[config.mk]
export PLATFORM = sky130hd
export DESIGN_NAME = multi_cycle_control_unit
export DESIGN_NICKNAME = d
export VERILOG_FILES = /design/src/rtl/multi_cycle_control_unit.sv
export SDC_FILE = /design/constraint.sdc
export NUM_CORES = 1
export LEC_CHECK = 0
export ABC_AREA = 1
export BUFFER_PORTS_ARGS = -buffer_cell sky130_fd_sc_hd__buf_4
export CAP_MARGIN = 20
export CORE_ASPECT_RATIO = 1.25
export CORE_MARGIN = 3
export CORE_UTILIZATION = 51
export CTS_BUF_LIST = sky130_fd_sc_hd__clkbuf_4
export CTS_CLUSTER_DIAMETER = 100
export CTS_CLUSTER_SIZE = 40
export DETAILED_ROUTE_END_ITERATION = 12
export GPL_ROUTABILITY_DRIVEN = 1
export PLACE_DENSITY = 0.84
export SKIP_CTS_REPAIR_TIMING = 1
export SYNTH_ARGS = -nofsm -noshare
export SYNTH_HDL_FRONTEND = slang
export SYNTH_SLANG_ARGS = --single-unit
[constraint.sdc]
create_clock -name clk -period 1.8 [get_ports clk]
set_input_delay 0.18 -clock clk [delete_from_list [all_inputs] [get_ports clk]]
set_output_delay 0.18 -clock clk [all_outputs]
set_load 0.05 [all_outputs]
[src/rtl/multi_cycle_control_unit.sv]
// Multi-cycle RV32I sequencer: steps the datapath through fetch/decode/execute/memory/writeback
// and handshakes the data bus with a bounded wait.
`timescale 1ns/1ps
module multi_cycle_control_unit #(
  parameter int BUS_TIMEOUT = 16
) (
  input  logic        clk,
  input  logic        reset,
  input  logic [31:0] instrCode,
  input  logic        btaken,
  input  logic        busReady,
  output logic        irWe,
  output logic        PCEn,
  output logic        regFileWe,
  output logic [3:0]  aluControl,
  output logic        aluSrcMuxSel,
  output logic [2:0]  RFWDSrcMuxSel,
  output logic        RD1MuxSel,
  output logic        branch,
  output logic        jal,
  output logic        jalr,
  output logic        busWe,
  output logic        busRe,
  output logic        illegalInstr,
  output logic        busErr
);

  typedef enum logic [3:0] {
    FETCH, DECODE, R_EXE, I_EXE, L_EXE, L_MEM, L_WB, S_EXE, S_MEM,
    B_EXE, LU_EXE, AU_EXE, J_EXE, JL_EXE
  } state_t;

  localparam logic [6:0] OP_R  = 7'b0110011;
  localparam logic [6:0] OP_L  = 7'b0000011;
  localparam logic [6:0] OP_I  = 7'b0010011;
  localparam logic [6:0] OP_S  = 7'b0100011;
  localparam logic [6:0] OP_B  = 7'b1100011;
  localparam logic [6:0] OP_LU = 7'b0110111;
  localparam logic [6:0] OP_AU = 7'b0010111;
  localparam logic [6:0] OP_J  = 7'b1101111;
  localparam logic [6:0] OP_JL = 7'b1100111;
  localparam logic [7:0] TMO_LAST = 8'(BUS_TIMEOUT - 1);

  state_t     state;
  logic [7:0] tmo_cnt;
  logic [6:0] opcode;
  logic [2:0] funct3;
  logic       unused_inputs;

  assign opcode = instrCode[6:0];
  assign funct3 = instrCode[14:12];
  assign unused_inputs = ^{btaken, instrCode[31], instrCode[29:15], instrCode[11:7]};

  function automatic logic known_opcode(input logic [6:0] op);
    return (op == OP_R) || (op == OP_L) || (op == OP_I) || (op == OP_S) || (op == OP_B) ||
           (op == OP_LU) || (op == OP_AU) || (op == OP_J) || (op == OP_JL);
  endfunction

  always_ff @(posedge clk or negedge reset) begin
    if (!reset) begin
      state   <= FETCH;
      tmo_cnt <= '0;
      busErr  <= 1'b0;
    end else begin
      busErr <= 1'b0;
      case (state)
        FETCH:  state <= DECODE;
        DECODE: begin
          case (opcode)
            OP_R:    state <= R_EXE;
            OP_L:    state <= L_EXE;
            OP_I:    state <= I_EXE;
            OP_S:    state <= S_EXE;
            OP_B:    state <= B_EXE;
            OP_LU:   state <= LU_EXE;
            OP_AU:   state <= AU_EXE;
            OP_J:    state <= J_EXE;
            OP_JL:   state <= JL_EXE;
            default: state <= FETCH;
          endcase
        end
        L_EXE: begin
          state   <= L_MEM;
          tmo_cnt <= '0;
        end
        S_EXE: begin
          state   <= S_MEM;
          tmo_cnt <= '0;
        end
        L_MEM, S_MEM: begin
          // A ready bus always wins over the timeout in the same cycle.
          if (busReady) begin
            state   <= (state == L_MEM) ? L_WB : FETCH;
            tmo_cnt <= '0;
          end else if (tmo_cnt == TMO_LAST) begin
            state   <= FETCH;
            tmo_cnt <= '0;
            busErr  <= 1'b1;
          end else begin
            tmo_cnt <= 8'(tmo_cnt + 8'd1);
          end
        end
        default: state <= FETCH;
      endcase
    end
  end

  // Outputs follow the state; reset low forces every one of them to zero at once.
  always_comb begin
    irWe          = 1'b0;
    PCEn          = 1'b0;
    regFileWe     = 1'b0;
    aluControl    = 4'b0000;
    aluSrcMuxSel  = 1'b0;
    RFWDSrcMuxSel = 3'b000;
    RD1MuxSel     = 1'b0;
    branch        = 1'b0;
    jal           = 1'b0;
    jalr          = 1'b0;
    busWe         = 1'b0;
    busRe         = 1'b0;
    illegalInstr  = 1'b0;
    if (reset) begin
      case (state)
        FETCH:  irWe = 1'b1;
        DECODE: begin
          if (!known_opcode(opcode)) begin
            illegalInstr = 1'b1;
            PCEn         = 1'b1;
          end
        end
        R_EXE: begin
          aluControl = {instrCode[30], funct3};
          regFileWe  = 1'b1;
          PCEn       = 1'b1;
        end
        I_EXE: begin
          // Only the shift-right pair uses bit 30 to pick arithmetic vs logical.
          aluControl   = (funct3 == 3'b101) ? {instrCode[30], funct3} : {1'b0, funct3};
          aluSrcMuxSel = 1'b1;
          regFileWe    = 1'b1;
          PCEn         = 1'b1;
        end
        L_EXE, S_EXE: aluSrcMuxSel = 1'b1;
        L_MEM: begin
          aluSrcMuxSel = 1'b1;
          busRe        = 1'b1;
        end
        L_WB: begin
          regFileWe     = 1'b1;
          RFWDSrcMuxSel = 3'b001;
          PCEn          = 1'b1;
        end
        S_MEM: begin
          aluSrcMuxSel = 1'b1;
          busWe        = 1'b1;
          PCEn         = busReady;
        end
        B_EXE: begin
          aluControl = {instrCode[30], funct3};
          branch     = 1'b1;
          PCEn       = 1'b1;
        end
        LU_EXE: begin
          regFileWe     = 1'b1;
          aluSrcMuxSel  = 1'b1;
          RD1MuxSel     = 1'b1;
          RFWDSrcMuxSel = 3'b010;
          PCEn          = 1'b1;
        end
        AU_EXE: begin
          regFileWe     = 1'b1;
          RFWDSrcMuxSel = 3'b011;
          PCEn          = 1'b1;
        end
        J_EXE: begin
          jal           = 1'b1;
          regFileWe     = 1'b1;
          RFWDSrcMuxSel = 3'b100;
          PCEn          = 1'b1;
        end
        JL_EXE: begin
          jalr          = 1'b1;
          aluSrcMuxSel  = 1'b1;
          regFileWe     = 1'b1;
          RFWDSrcMuxSel = 3'b100;
          PCEn          = 1'b1;
        end
        default: irWe = 1'b0;
      endcase
    end
  end

endmodule

==> results of run 1 <==
## worst paths after layout
check                                  startpoint                     end  slack (ns)  cells past startpoint
min                                      busReady    state[1]$_DFFE_PN0P_        0.20                      3
max reg2reg                  state[3]$_DFFE_PN0P_  tmo_cnt[0]$_DFFE_PN0P_        0.42                      8
max in group asynchronous                   reset    state[1]$_DFFE_PN0P_        1.19                      3
min in group asynchronous                   reset  tmo_cnt[4]$_DFFE_PN0P_        0.42                      3
min reg2reg                tmo_cnt[1]$_DFFE_PN0P_  tmo_cnt[1]$_DFFE_PN0P_        0.54                      2
max                          state[3]$_DFFE_PN0P_                    PCEn        0.02                      7
## sequential cells by signal, summed over array words and instances, names as in the netlist
register	count
tmo_cnt	8
state	4
busErr	1
## routing by layer
| metal | track usage, % | routed length (um) | vias to the layer above |
|---|---|---|---|
| met5 | 0 | 0 | - |
| met4 | 8.85 | 48 | 0 |
| met3 | 3.36 | 204 | 7 |
| met2 | 41.0 | 1710 | 58 |
| met1 | 28.3 | 1380 | 652 |
| li1 | - | - | 694 |
## tightest hold or removal path: cells and delay by family
family | cells | cell delay, ns
buffers and inverters | 1 | 0.09
AND/OR/NAND/NOR | 2 | 0.18
## per-stage QoR
stage / setup WS (ns) / instance area, um^2 / total power, uW / hold slack [ns]
6_report: 0.0162 / 1650 / 1580 / 0.199
5_1_grt: -0.106 / 1650 / 1690 / 0.224
4_1_cts: -0.191 / 1500 / 1430 / -0.142
3_5_place_dp: 0.112 / 1470 / 1230 / 0.159
3_3_place_gp: 0.144 / 1470 / 1200 / 0.155
2_1_floorplan: 0.0422 / 1170 / 997 / -0.116
## power by group
group / total [uW] / switching (uW) / internal, uW
Sequential: 491 / 110 / 381
Combinational: 889 / 556 / 333
Clock: 201 / 99.6 / 101
## cells in the mapped netlist
library cell  number
nand2_1           42
nor2_1            35
inv_1             23
nand3_1           17
dfrtp_1           13
a21oi_1           10
nand4_1            8
nor3_1             8
o21ai_0            8
inv_2              6
nor2_2             3
nand2_2            2
nand2_4            2
a21o_1             1
and3_1             1
clkbuf_1           1
clkinv_2           1
ha_1               1
nor2_4             1
o211ai_1           1
o21a_1             1
o21ai_2            1
xor2_1             1
## logic make-up after synthesis
kind of cell | share of synthesized area (%)
AOI/OAI and AO/OA | 10.8
xor gates and xnor gates | 0.781
adders and majority gates | 1.12
buffers and inverters | 10.5
DFF | 29.0
and+or+nand+nor | 47.8
## area by class of cell
| class | count | share of cell area (%) |
|---|---|---|
| repair buffers | 44 | 22.2 |
| clock buffers | 4 | 1.82 |
| flip-flops and latches | 13 | 19.8 |
| inverters | 30 | 7.05 |
| well taps | 20 | 1.52 |
| multi-input cells | 143 | 47.6 |
==> key figures, run 1 <==
Clock tree
  – CTS root buffer: clkbuf_4
  – Num CTS Buffers: 3
  – Clock Latency Late Sink: roughly 0.28 ns
  – CTS clk-pin slew, worst paths: around 0.08 ns
  – CTS Buffer Depth: 2
  – H-tree level count: 1
  – Num Clock Sinks: 13
  – CTS tree: yes

Finish
  – Fillers: roughly 140
  – Commonest cells after routing, fill and taps aside: 39 x nand2_1, 34 x buf_4, 28 x nor2_1
  – Antenna diode count: 0
  – Layout cells sized above 1: a little over a third
  – Finished Layout Cells: between 200 and 300
  – Nets: ~270
  – Multi-input gate area: around 790 um^2
  – Area delta synth->final: 47.3%
  – Post-layout util: about four fifths
  – Commonest non-fill, non-tap cell in the layout: nand2_1
  – FF+latch area: approximately 330 um^2

Timing
  – Relative slew slack: between 70% and 80%
  – Minimum clock period: 1.78 ns
  – Fin. max-slew vios: 0
  – Setup Skew: 0.00423 ns
  – Setup violators final: 0
  – Achievable Freq: approximately 0.56 GHz
  – RSZ-0062 raised after global routing: true
  – TNS Setup: 0 ns
  – Worst Tran Pin Value: around 0.3 ns
  – Fin crit share: between 90% and 100%
  – Final hold violations: 0

Global route
  – Tot GR Track Use: 23.7%
  – Largest net degree at the start of global routing: 17
  – Initial antenna violation count: 0
  – First-pass GRT wire length: roughly 5000 um
  – GRT overflow: 0
  – Vias in the first global route: 1270

Pwr
  – PwrDens: approximately 960 nW/um^2
  – VDD IR-drop max: 0.852 mV
  – Lkg Pwr: 0.000859 uW

Worst setup path
  – Worst-path fanout max: 6
  – CP Capture Type: output pin
  – CP top delay family: simple AND/OR/NAND/NOR gates
  – Worst Setup Start Kind: flip-flop
  – Max incr delay on CP: a little over 0.4 ns
  – Critical path required time: between 1.5 and 2 ns
  – CP cell instances: inv_2 -> nor2_4 -> nand2_4 -> o211ai_1 -> nand2_1 -> nand2_1 -> buf_6
  – CP max-delay cell: dfrtp_1
  – Worst EP arrival: ~1.6 ns
  – Cell mode on critical path: nand2_1
  – CP Buf/Inv Count: 2
  – Setup CP Type: flip-flop to output pin

Placed design
  – Placed insts: around 240
  – Gpl congestion: between 0.9 and 1
  – Input/output buffers: 32
  – HPWL after DPL: 2390 um

Detailed routing
  – DRT Wirelength: between 3000 and 4000 um
  – Final ANT Viol Nets: 0
  – Vias: between 1000 and 1500
  – DRC: 0
  – Via density per instance: ~5.6
  – Wire per inst: between 10 and 15 um
  – Initial DRC count: 69
  – 1st-pass router iterations: 6

Floorplan
  – Area of the core: between 2000 and 2500 um^2
  – I/O Pins: 55
  – Die width: around 48 um
  – Site Rows: 18
  – Floorplan die height: a little under 60 um
  – Initial Utilization: between 50 and 60%
  – Die area: approximately 2800 um^2

Logic synthesis
  – Synth top area cells: dfrtp_1 29%, nand2_1 14%, nor2_1 12%
  – Synthesis Warnings: 0
  – Sequential area share after synthesis: between 20% and 30%
  – Netlist cell types: 23
  – Synthesized area per cell: approximately 6 um^2
  – FF+latch count, synth: 13
  – Yosys top cell by area: dfrtp_1
  – Area share of the largest cell type after synthesis: between 20% and 30%
  – Syn Inst Count: 187
  – Cell area after synthesis: about 1100 um^2
  – Mapped Nets: 224

Flow run
  – Max_cap viols: 0

Run status
  – Outcome: finished, final reports clean

Min path
  – Hold WC Path Type: primary input to flip-flop
Note: power is estimated with default switching activity, not from simulation.
==> run 2, diff against run 1 <==
==> constraint.sdc (replaced) <==
create_clock -name clk -period 1.8 [get_ports clk]
set_input_delay 0.18 -clock clk [delete_from_list [all_inputs] [get_ports clk]]
set_output_delay 0.18 -clock clk [all_outputs]
set_load 0.005 [all_outputs]
==> key figures, run 2 (synthesized netlist as in run 1, its figures left out) <==
Run status
  – Outcome: finished, final reports clean

Floorplan
  – Floorplan die height: around 58 um
  – Die width: 47.9 um
  – Initial Utilization: between 50% and 60%
  – Site Rows: 18
  – I/O Pins: between 50 and 60
  – Area of the core: around 2000 um^2
  – Die area: 2800 um^2

Worst setup path
  – Cell mode on critical path: nor2_1
  – Worst EP arrival: approximately 1.5 ns
  – Worst-path fanout max: 7
  – Worst path depth: 6
  – Worst Setup Start Kind: flip-flop
  – CP top delay family: simple AND/OR/NAND/NOR gates
  – CP Buf/Inv Count: 1
  – CP max-delay cell: dfrtp_2
  – Worst reg-to-reg setup slack: about 0.38 ns
  – Setup CP Type: flip-flop to output pin
  – Critical path required time: approximately 1.6 ns
  – R2R depth: 8
  – Max incr delay on CP: 0.49 ns
  – CP Capture Type: output pin
  – CP cell instances: nor2_4 -> nand2_1 -> nor2_1 -> a21oi_1 -> nor2_1 -> buf_4

Min path
  – Hold path depth: 3
  – Hold WC Path Type: primary input to flip-flop

Clock tree
  – H-tree level count: 1
  – Num Clock Sinks: 13
  – CTS root buffer: clkbuf_4
  – CTS clk-pin slew, worst paths: about 0.07 ns
  – Clock Latency Late Sink: 0.27 ns
  – CTS tree: yes
  – Num CTS Buffers: 3
  – CTS Buffer Depth: 2

Global route
  – Largest net degree at the start of global routing: 19
  – GRT overflow: 0
  – First-pass GRT wire length: about 4900 um
  – Tot GR Track Use: a little under a quarter
  – Vias in the first global route: ~1200
  – Initial antenna violation count: 0

Finish
  – Top flop regs: tmo_cnt: 8 flops, state: 4 flops, busErr: 1 flops
  – Post-layout util: between 70% and 80%
  – Multi-input gate area: 711 um^2
  – Nets: about 260
  – Area delta synth->final: 31.4%
  – Commonest non-fill, non-tap cell in the layout: nand2_1
  – Fillers: ~180
  – Layout cells sized above 1: around a quarter
  – Commonest cells after routing, fill and taps aside: 41 x nand2_1, 34 x nor2_1, 34 x buf_4
  – Reg with most FFs: tmo_cnt
  – Max reg flops: 8
  – FF+latch area: ~330 um^2
  – Finished Layout Cells: between 200 and 250
  – Antenna diode count: 0

Detailed routing
  – Vias: 1333
  – Via density per instance: 5.44
  – DRT Wirelength: approximately 3000 um
  – 1st-pass router iterations: 4
  – Initial DRC count: 50
  – DRC: 0
  – Wire per inst: ~12 um
  – Final ANT Viol Nets: 0

Timing
  – TNS Setup: 0 ns
  – Worst Tran Pin Value: 0.577 ns
  – Fin crit share: 94.9%
  – Achievable Freq: about 0.59 GHz
  – Setup Skew: about 0.0025 ns
  – Final hold violations: 0
  – RSZ-0062 raised after global routing: true
  – WHS: around 0.2 ns
  – Setup violators final: 0
  – Minimum clock period: 1.71 ns
  – Relative slew slack: between 60% and 70%
  – Fin. max-slew vios: 0

Placed design
  – Input/output buffers: 32
  – Placed insts: between 200 and 250
  – HPWL after DPL: roughly 2300 um
  – Gpl congestion: approximately 0.88

Pwr
  – VDD IR-drop max: 0.991 mV
  – Lkg Pwr: 0.000799 uW
  – PwrDens: about 880 nW/um^2
  – Total power: around 1300 uW

Flow run
  – Max_cap viols: 0
## run 2: final cells by class
type                       count  area share, %
tap                           20           1.70
inverter                      30           7.73
sequential                    13           22.3
timing repair buffer          35           18.0
clock buffer                   4           2.04
multi-input combinational    143           48.3
## run 2: worst reg2reg max path, stage by stage (launching register included)
cell and delay (ns):
dfrtp_1 0.39, ha_1 0.21, nand3_1 0.13, nor2_1 0.22
nor2_1 0.10, nand2_1 0.09, nand2_1 0.06, nand2_1 0.08
nor2_2 0.03
## run 2: power breakdown
group / internal [uW] / switching (uW) / leakage (uW)
registers: 381 / 111 / 0.000170
clock network: 101 / 91.6 / 0.0000184
logic: 233 / 374 / 0.000610
total: 716 / 577 / 0.000799
## run 2: final timing paths
check                                       start                endpoint
max                          state[1]$_DFFE_PN0P_           aluControl[0]
min                                      busReady    state[1]$_DFFE_PN0P_
max reg2reg                tmo_cnt[1]$_DFFE_PN0P_  tmo_cnt[4]$_DFFE_PN0P_
min reg2reg                tmo_cnt[1]$_DFFE_PN0P_  tmo_cnt[1]$_DFFE_PN0P_
max in group asynchronous                   reset    state[2]$_DFFE_PN0P_
min in group asynchronous                   reset  tmo_cnt[5]$_DFFE_PN0P_
## run 2: metal layers
layer	vias to the layer above	GRT usage, %	part of all wire [%]
li1	680	-	-
met1	600	30.6	42
met2	49	38.8	51
met3	4	4.59	6.4
met4	0	4.23	0.67
met5	-	0	0
## run 2: stage by stage
| step | worst slack [ns] | cell area [um^2] |
|---|---|---|
| CTS | 0.0274 | 1410 |
| finish | 0.0913 | 1470 |
| global placement | 0.340 | 1380 |
| global route | -0.0105 | 1470 |
| detailed placement | 0.336 | 1380 |
| floorplan | 0.563 | 1120 |
